File: config.mk
export PLATFORM = sky130hd
export DESIGN_NAME = fifo_rd_stream
export DESIGN_NICKNAME = d
export VERILOG_FILES = /design/src/rtl/afifo_pkg.sv /design/src/rtl/rd_skid_buf.sv /design/src/rtl/fifo_rd_stream.sv
export SDC_FILE = /design/constraint.sdc
export NUM_CORES = 1
export LEC_CHECK = 0
export CAP_MARGIN = 20
export CORE_MARGIN = 2
export CORE_UTILIZATION = 35
export CTS_BUF_LIST = sky130_fd_sc_hd__clkbuf_4
export DETAILED_ROUTE_END_ITERATION = 16
export PLACE_DENSITY_LB_ADDON = 0.12
export SYNTH_ARGS = -nofsm -noshare
export SYNTH_HDL_FRONTEND = slang
export SYNTH_SLANG_ARGS = --single-unit
File: constraint.sdc
create_clock -name rd_clk -period 7.3 [get_ports rd_clk]
set_clock_uncertainty 0.05 [all_clocks]
set_input_delay 1.095 -clock rd_clk [delete_from_list [all_inputs] [get_ports rd_clk]]
set_output_delay 1.095 -clock rd_clk [all_outputs]
set_load 0.02 [all_outputs]
File: src/rtl/afifo_pkg.sv
// Shared async-FIFO types: word type, depth and the read-stream FSM states.
// Imported by the read-side streaming front end and its output buffer.
package afifo_pkg;

  localparam int DEPTH = 16;

  typedef logic [7:0] data_ty;

  typedef enum logic [1:0] {
    IDLE = 2'd0,
    RUN  = 2'd1,
    STOP = 2'd2
  } rd_state_ty;

endpackage

File: src/rtl/rd_skid_buf.sv
// Two-entry in-order output buffer between the FIFO read port and the stream.
// A write and a pop may coincide; the head entry always drives the stream.
module rd_skid_buf #(
  parameter int DATA_W = 8
) (
  input  logic              clk_i,
  input  logic              rst_i,
  input  logic              wr_i,
  input  logic [DATA_W-1:0] wdata_i,
  input  logic              pop_i,
  output logic [1:0]        occ_o,
  output logic [DATA_W-1:0] head_o
);

  logic [1:0]        occ_q, occ_d;
  logic [DATA_W-1:0] s0_q, s0_d;
  logic [DATA_W-1:0] s1_q, s1_d;

  always_comb begin
    occ_d = occ_q;
    s0_d  = s0_q;
    s1_d  = s1_q;
    unique case ({wr_i, pop_i})
      2'b10: begin
        if (occ_q == 2'd0) s0_d = wdata_i;
        else               s1_d = wdata_i;
        occ_d = occ_q + 2'd1;
      end
      2'b01: begin
        s0_d  = s1_q;
        occ_d = occ_q - 2'd1;
      end
      2'b11: begin
        // Head leaves while the new word lands behind any survivor.
        if (occ_q == 2'd1) begin
          s0_d = wdata_i;
        end else begin
          s0_d = s1_q;
          s1_d = wdata_i;
        end
      end
      default: ;
    endcase
  end

  always_ff @(posedge clk_i) begin
    if (rst_i) begin
      occ_q <= 2'd0;
      s0_q  <= '0;
      s1_q  <= '0;
    end else begin
      occ_q <= occ_d;
      s0_q  <= s0_d;
      s1_q  <= s1_d;
    end
  end

  always_ff @(posedge clk_i) begin
    if (!rst_i) begin
      assert (!(wr_i && !pop_i && occ_q == 2'd2));
      assert (!(pop_i && occ_q == 2'd0));
    end
  end

  assign occ_o  = occ_q;
  assign head_o = s0_q;

endmodule

File: src/rtl/fifo_rd_stream.sv
// Pops a FIFO read port and presents the words as a valid/ready stream.
// Pops are throttled so the two-entry buffer can never overflow.
module fifo_rd_stream
  import afifo_pkg::*;
#(
  parameter int DATA_W = $bits(data_ty),
  parameter int CNT_W  = 16
) (
  input  logic              rd_clk,
  input  logic              rd_rst,
  input  logic              enable,
  input  logic              fifo_empty,
  output logic              fifo_rd_en,
  input  logic [DATA_W-1:0] fifo_data,
  output logic              m_valid,
  output logic [DATA_W-1:0] m_data,
  input  logic              m_ready,
  output logic              busy,
  output logic [CNT_W-1:0]  pop_cnt
);

  rd_state_ty       state_q, state_d;
  logic             inflight_q;
  logic [CNT_W-1:0] cnt_q;
  logic [1:0]       occ;
  logic             xfer;
  logic [2:0]       load;

  rd_skid_buf #(
    .DATA_W (DATA_W)
  ) u_buf (
    .clk_i   (rd_clk),
    .rst_i   (rd_rst),
    .wr_i    (inflight_q),
    .wdata_i (fifo_data),
    .pop_i   (xfer),
    .occ_o   (occ),
    .head_o  (m_data)
  );

  assign m_valid = (occ != 2'd0);
  assign xfer    = m_valid && m_ready;

  // Words held or arriving after this edge; a pop is safe below two.
  assign load = {1'b0, occ} + {2'b0, inflight_q} - {2'b0, xfer};

  assign fifo_rd_en = !rd_rst && (state_q == RUN) &&
                      !fifo_empty && (load < 3'd2);

  assign busy    = (state_q != IDLE) || (occ != 2'd0);
  assign pop_cnt = cnt_q;

  always_comb begin
    state_d = state_q;
    unique case (state_q)
      IDLE: if (enable) state_d = RUN;
      RUN:  if (!enable) state_d = STOP;
      STOP: begin
        if (enable)           state_d = RUN;
        else if (!inflight_q) state_d = IDLE;
      end
      default: state_d = IDLE;
    endcase
  end

  always_ff @(posedge rd_clk) begin
    if (rd_rst) begin
      state_q    <= IDLE;
      inflight_q <= 1'b0;
      cnt_q      <= '0;
    end else begin
      state_q    <= state_d;
      inflight_q <= fifo_rd_en;
      if (xfer) cnt_q <= cnt_q + {{(CNT_W-1){1'b0}}, 1'b1};
    end
  end

endmodule

### After elaboration in Yosys (flattened, before gate mapping)

Cells that the tools add are included.

* register bits after elaboration: 37
* input bits: 13
* output and inout port bits: 27
* logic and storage cells: 53

* $add $sub $neg: 5
* order comparisons: 1
* equal/unequal tests: 12
* multiplexer cells: 12
* reduce and logical (&&, ||, !) cells: 17

Operator list (number)
* $mux W8: 4
* $pmux W8 S3: 1
* $add A16 B1 Y16 const B: 1
* $pmux W8 S2: 1
* $mux W2: 4
* $ne A2 B2 Y1 const B: 4
* $reduce_bool A2 Y1: 4
* $eq A2 B1 Y1 const B: 3
* $eq A2 B2 Y1 const B: 3
* $pmux W2 S3: 1
* $reduce_and A3 Y1: 2
* $logic_and A1 B1 Y1: 4
* $logic_not A2 Y1: 2
* $pmux W2 S2: 1
* $add A2 B1 Y3: 1
* $lt A3 B2 Y1 const B: 1
* $ne A3 B3 Y1 const B: 1
* $reduce_bool A3 Y1: 1
* $sub A3 B1 Y3: 1
* $add A2 B1 Y2 const B: 1
* $logic_not A1 Y1: 2
* $ne A2 B1 Y1 const B: 1
* $reduce_and A2 Y1: 1
* $sub A2 B1 Y2 const B: 1
* $logic_or A1 B1 Y1: 1

### Longest topological paths before layout

Gate-level depths: netlist of run 1.

* depth after elaboration: 5
* mapped depth: 10
* mapped depth without buffers: 9

### Modules after synthesis

A second synthesis of run 1 with hierarchy kept.

* cells, all modules: 207
* area, all modules: 1915.6 um^2

Modules (own cells, without submodules)
* rd_skid_buf: instances 1, cells each 107, area an instance 960.9 um^2, sequential area each 360.3 um^2
* fifo_rd_stream: instances 1, cells each 100, area an instance 954.7 um^2, sequential area each 380.4 um^2

### Worst setup path before layout of run 1

Ideal clock, no wire load.

* kind: input port to output port
* from: input port m_ready
* to: output port fifo_rd_en
* data arrival time: 2.508 ns
* required time: 6.155 ns
* path slack: 3.647 ns
* cell stages on the path: 8
* buffers on the path: 1
* path through: nor2b_1 -> buf_2 -> xnor2_1 -> and2_1 -> inv_1 -> fa_1 -> xnor2_1 -> and3_1

* cells in the longest elaborated chain, start to end: 4

RTL lines
* start: declaration: RTL line fifo_rd_stream.sv:17 `input logic m_ready,`
* $logic_and A1 B1 Y1: RTL line fifo_rd_stream.sv:42 `assign xfer = m_valid && m_ready;`
* $sub A3 B1 Y3: RTL line fifo_rd_stream.sv:45 `assign load = {1'b0, occ} + {2'b0, inflight_q} - {2'b0, xfer};`
* $lt A3 B2 Y1: RTL line fifo_rd_stream.sv:48 `!fifo_empty && (load < 3'd2);`
* $logic_and A1 B1 Y1: RTL line fifo_rd_stream.sv:48
* end: declaration: RTL line fifo_rd_stream.sv:13 `output logic fifo_rd_en,`

Every way passes these cells.

### Worst setup path after layout of run 1

Same ends and word-level chain as after synthesis.

==> results of run 1 <==
-- stage by stage --
stage,cell area [um2],hold WS (ns)
6_report,2140,0.438
5_1_grt,2140,0.473
4_1_cts,2130,0.438
3_5_place_dp,2080,0.423
3_3_place_gp,2080,0.416
2_1_floorplan,1660,0.400
-- routing by layer --
metal	part of all wire [%]	up-vias
met1	46	646
li1	-	692
met4	1.7	0
met3	5.0	6
met5	0	-
met2	48	31
-- state kept, by name, summed over array words and instances (netlist names) --
| signal | cells |
|---|---|
| pop_cnt | 16 |
| state_q | 2 |
| u_buf.occ_o | 2 |
| inflight_q | 1 |
| u_buf.head_o | 8 |
| u_buf.s1_q | 8 |
-- worst min-delay path by stage --
stage               cells past startpoint  slack [ns]     endpoint
detailed placement                      2        0.42  pop_cnt[15]
floorplan                               1        0.40   state_q[0]
finish                                  2        0.44  pop_cnt[15]
global placement                        2        0.42  pop_cnt[15]
CTS                                     2        0.44  pop_cnt[15]
global route                            2        0.47  pop_cnt[15]
-- cell families (layout without fill, tap and decap cells) --
| group | count (synthesis) | after routing | share of synthesized area (%) |
|---|---|---|---|
| and+or+nand+nor | 66 | 66 | 20.7 |
| muxes | 17 | 17 | 10.3 |
| DFF | 37 | 37 | 44.7 |
| buffers and inverters | 14 | 54 | 3.77 |
| adders and majority gates | 4 | 4 | 3.47 |
| AOI/OAI and AO/OA | 25 | 25 | 10.2 |
| xor gates and xnor gates | 13 | 13 | 6.87 |
-- worst register-to-register path, delay by kind of cell, from the launching register on --
kind	cells	cell delay, ns
buffers and inverters	2	0.16
XOR/XNOR	2	0.37
flip-flops	1	0.43
AND/OR/NAND/NOR	3	0.85
adder cells (fa/ha/maj)	2	0.65
-- power groups by stage --
stage,combinational [uW],clock (uW),sequential (uW)
final,204,104,241
after global routing,225,118,244
after CTS,205,108,241
after detailed placement,204,0,245
after global placement,199,0,244
after floorplan,113,0,263
-- final cells by class --
cell class	instances	area [um2]
multi-input combinational	125	855
inverter	6	22.5
clock buffer	6	45.0
timing repair buffer	41	405
fill	472	2490
clock inverter	1	3.75
tap	54	67.6
sequential	37	741
-- cells in the mapped netlist, drive strengths merged --
library cell	count	area share, %
dfxtp	37	45
nor2	29	6.6
mux2i	16	9.7
a211oi	10	5.3
nand2	10	2.4
xor2	10	5.3
a21oi	8	2.4
inv	6	1.4
buf	5	1.7
nand4	5	2.8
o21ai	5	1.5
nand3	4	1.2
or3	4	1.6
and3	3	1.1
clkbuf	3	0.68
ha	3	2.3
xnor2	3	1.6
and4	2	1.1
and4b	2	1.2
nor3	2	0.60
a221oi	1	0.53
and2	1	0.38
fa	1	1.2
mux2	1	0.68
nand2b	1	0.38
nor2b	1	0.38
nor4b	1	0.53
o31ai	1	0.45
or4	1	0.45
==> run summary, run 1 <==
DRC: 0
Max-Cap Viols: 0
cells on worst reg2reg path: 9
hold path start: pop_cnt[15]
CTS tree: done
Post-DRT Antenna Nets: 0
CTS clock-pin slew for the worst setup and hold paths: 0.10 ns
Post-DP HPWL: 2.50 mm
crit path DAT: 3.97 ns
switching part of the total: 34.7%
Max VDD drop: 0.118 mV
Ys Warns: 0
Worst path top cell family by delay: buffers and inverters
final setup margin: 2.19 ns
Syn-to-layout area delta: 29.1%
Final Core Density: 46.2%
reg-to-reg slack, setup: 4.70 ns
post-synthesis sequential area ratio: 44.7%
Die ar.: 0.00530 mm2
Fmax: 196 MHz
crit-path cells: clkdlybuf4s50_1 -> nor2b_1 -> xnor2_1 -> and2_1 -> inv_1 -> fa_1 -> xnor2_1 -> and3_1 -> clkdlybuf4s50_1
Setup crit end kind: output port
GP Congestion: 0.880
Pre-antenna DRT Iters: 4
GRT Total Usage: 14.2%
CTS root buf: clkbuf_4
GRT Max-Usage Layer: met2
Synth Net Count: 193
internal power: 358 uW
Least-Margin Pin Slew: 0.613 ns
# IOs: 40
Die W: 72.8 um
RSZ-0062 raised after global routing: false
end of the critical path: fifo_rd_en
post-placement setup slack: 2.18 ns
Slew Limit Headroom: 59.0%
WP depth: 9
Netlist Area Pre-Place: 0.00166 mm2
Layout Nets: 233
first-pass GRT wire length: 5.80 mm
min Tclk post-route: 5.11 ns
worst r2r dst: inflight_q
Final Hold Viols: 0
Netlist cell types: 36
grt ovf: 0
post-route insts no fill: 270
sequential share of power: 43.9%
# diodes: 0
vias in the first global route: 1254
DR vias: 1375
Worst EP required: 6.15 ns
hold_buf cts: 0
period utilization: 70.0%
setup violators final: 0
Post-CTS Setup Repair Bufs: 0
buffers and inverters on the worst path: 3
cts bufs inserted: 5
CTS Sinks: 37
slowest cell on the critical path: clkdlybuf4s50_1
Comb pwr share: 37.2%
routed length per instance: 12.9 um
Worst-Skew Late Latency: 0.35 ns
Via density: 5.09
Tot Pwr: 549 uW
setup_tns: 0 ns
outcome: complete, no violations
post-synthesis area per instance: 9.42 um2
CP Launch Type: primary input
met1 GRT Util: 17.6%
die height: 72.8 um
worst setup path startpoint: m_ready
Placeable Area: 0.00463 mm2
row count: 25
Iter 0 DRT Violations: 76
clock network power share: 18.9%
most frequent cells in the layout: 39 x clkdlybuf4s50_1, 37 x dfxtp_1, 29 x nor2_1
H-tree depth: 2
Port Buffers: 39
Pleak: 0.000805 uW
commonest non-fill, non-tap cell in the layout: clkdlybuf4s50_1
Seq cells post-synth: 37
CTS max path bufs: 2
worst-path maximum fanout: 8
pin count of the biggest net entering global routing: 38
Gate Count Post-Synth: 176
Sw Pwr: 190 uW
worst min-delay path class: reg -> reg
M2 GR Usage: 22.1%
DRT Wirelength: 3.47 mm
max-slew violation count: 0
Setup Crit Path Kind: in -> out
Reg-to-Reg Start: u_buf.occ_o[1]
crit-path max cell delay: 0.59 ns
power per cell area: 256 mW/mm2
share of layout cells above drive strength 1: 6.02%
CTS resizes: 0
post-placement cell count: 262
initial antenna violation count: 0
grt met3 use: 4.28%
Initial Util: 35.8%
Note: power is estimated with default switching activity, not from simulation.
==> run 2: changes to the inputs <==
==> constraint.sdc (replaced) <==
create_clock -name rd_clk -period 4.4 [get_ports rd_clk]
set_clock_uncertainty 0.05 [all_clocks]
set_input_delay 0.66 -clock rd_clk [delete_from_list [all_inputs] [get_ports rd_clk]]
set_output_delay 0.66 -clock rd_clk [all_outputs]
set_load 0.02 [all_outputs]
==> run 2 against run 1 <==
Compared with the run above: sequential power grew 66%; non-clock buffer count grew 1; critical endpoint unchanged; highest routed layer unchanged; sequential cell count is the same; final cell count grew 0.37%; global-route usage grew 0.46 points; hold slack gained 0.0013 ns; clock-buffer cell count is the same; design area grew 0.35%; clock power grew 63%; worst setup slack lost 1.7 ns; routed wire length grew 3.7%; critical path type unchanged.
==> run summary, run 2 (synthesis gave the netlist of run 1 again) <==
initial antenna violation count: 0 (unchanged)
H-tree depth: 2 (unchanged)
Setup Crit Path Kind: in -> out
Tot Pwr: 915 uW (+67%)
# IOs: 40 (unchanged)
crit path DAT: 3.17 ns (-0.80 ns)
CTS resizes: 0 (unchanged)
Placeable Area: 0.00463 mm2 (unchanged)
max FFs per register: 16 (unchanged)
Final Hold Viols: 0 (unchanged)
cells on worst reg2reg path: 9 (unchanged)
storage element area: 741 um2 (unchanged)
CTS max path bufs: 2 (unchanged)
crit-path cells: clkdlybuf4s50_1 -> nor2b_1 -> xnor2_1 -> and2_1 -> inv_1 -> fa_1 -> xnor2_1 -> and3_1 -> clkdlybuf4s50_1
CTS clock-pin slew for the worst setup and hold paths: 0.10 ns (about the same)
Pre-antenna DRT Iters: 4 (unchanged)
CTS tree: done
post-placement cell count: 263 (+0.38%)
Worst-Skew Late Latency: 0.34 ns (about the same)
Iter 0 DRT Violations: 52 (-32%)
CTS root buf: clkbuf_4
worst-path maximum fanout: 5 (-3)
DRC: 0 (unchanged)
min Tclk post-route: 3.88 ns
share of layout cells above drive strength 1: 6.45% (+0.43 points)
setup violators final: 0 (unchanged)
Max-Cap Viols: 0 (unchanged)
Multi-input gate area: 855 um2 (unchanged)
hold_buf cts: 0 (unchanged)
crit-path max cell delay: 0.60 ns (about the same)
Initial Util: 35.8% (unchanged)
RSZ-0062 raised after global routing: false
Pleak: 0.000810 uW (+0.65%)
Post-CTS Setup Repair Bufs: 0 (unchanged)
die height: 72.8 um (unchanged)
slowest cell on the critical path: clkdlybuf4s50_1
power per cell area: 426 mW/mm2 (+66%)
Max VDD drop: 0.164 mV (+40%)
routed length per instance: 13.3 um (+3.3%)
Min-Delay Path Depth: 2 (unchanged)
Slew Limit Headroom: 59.1% (+0.099 points)
Layout Nets: 234 (+0.43%)
Fmax: 257 MHz
grt ovf: 0 (unchanged)
cts bufs inserted: 5 (unchanged)
commonest non-fill, non-tap cell in the layout: clkdlybuf4s50_1
# diodes: 0 (unchanged)
FILL cells: 454 (-3.8%)
max-slew violation count: 0 (unchanged)
Least-Margin Pin Slew: 0.612 ns (-0.00147 ns)
Via density: 5.06 (-0.66%)
DR vias: 1371 (-0.29%)
row count: 25 (unchanged)
GP Congestion: 0.879 (about the same)
worst min-delay path class: reg -> reg
Worst EP required: 3.69 ns (-2.46 ns)
Setup crit end kind: output port
CP Launch Type: primary input
pin count of the biggest net entering global routing: 37 (-2.6%)
outcome: complete, no violations
period utilization: 88.3%
Post-DP HPWL: 2.53 mm (+1.3%)
first-pass GRT wire length: 6.00 mm (+3.3%)
Die ar.: 0.00530 mm2 (unchanged)
DRT Wirelength: 3.60 mm (+3.7%)
Port Buffers: 39 (unchanged)
GRT Total Usage: 14.7% (+0.46 points)
setup_tns: 0 ns (unchanged)
post-route insts no fill: 271 (+0.37%)
Die W: 72.8 um (unchanged)
Syn-to-layout area delta: 29.5%
most frequent cells in the layout: 39 x clkdlybuf4s50_1, 37 x dfxtp_1, 29 x nor2_1
Post-DRT Antenna Nets: 0 (unchanged)
vias in the first global route: 1298 (+3.5%)
CTS Sinks: 37 (unchanged)
## run 2: final timing paths
path / end / slack [ns] / startpoint
worst max-delay path: fifo_rd_en / 0.52 / m_ready
worst min-delay path: pop_cnt[15] / 0.44 / pop_cnt[15]
worst max register to register: inflight_q / 2.15 / u_buf.occ_o[1]
worst min register to register: pop_cnt[15] / 0.44 / pop_cnt[15]
## run 2: metrics by stage
stage / cell area [um2] / utilization [%] / hold WS [ns] / worst slack [ns]
2_1_floorplan: 1660 / - / 0.400 / 1.56
3_3_place_gp: 2090 / 45.2 / 0.413 / 0.575
3_5_place_dp: 2090 / 45.2 / 0.430 / 0.527
4_1_cts: 2140 / 46.2 / 0.446 / 0.506
5_1_grt: 2150 / 46.4 / 0.480 / 0.343
6_report: 2150 / 46.4 / 0.440 / 0.516
## run 2: metal layers
metal	track usage (%)	up-vias	routed length (um)
li1	-	696	-
met1	18.6	637	1680
met2	22.9	32	1660
met3	4.83	6	207
met4	6.17	0	61
met5	0	-	0
## run 2: worst max-delay path: cells and delay by family
family / cells / cell delay (ns)
XOR/XNOR: 2 / 0.33
AND/OR/NAND/NOR: 3 / 0.58
adder cells (fa/ha/maj): 1 / 0.37
buffers and inverters: 3 / 1.23
## run 2: cell type report
class,instances,share of cell area [%]
sequential,37,34.5
clock buffer,6,2.10
clock inverter,1,0.175
tap,54,3.15
multi-input combinational,125,39.8
timing repair buffer,42,19.2
inverter,6,1.05
## run 2: report_power, final
part | internal [uW] | switching, uW | total (uW)
Combinational | 162 | 185 | 347
Sequential | 372 | 26.9 | 399
Clock | 64.2 | 105 | 169
Total | 598 | 317 | 915
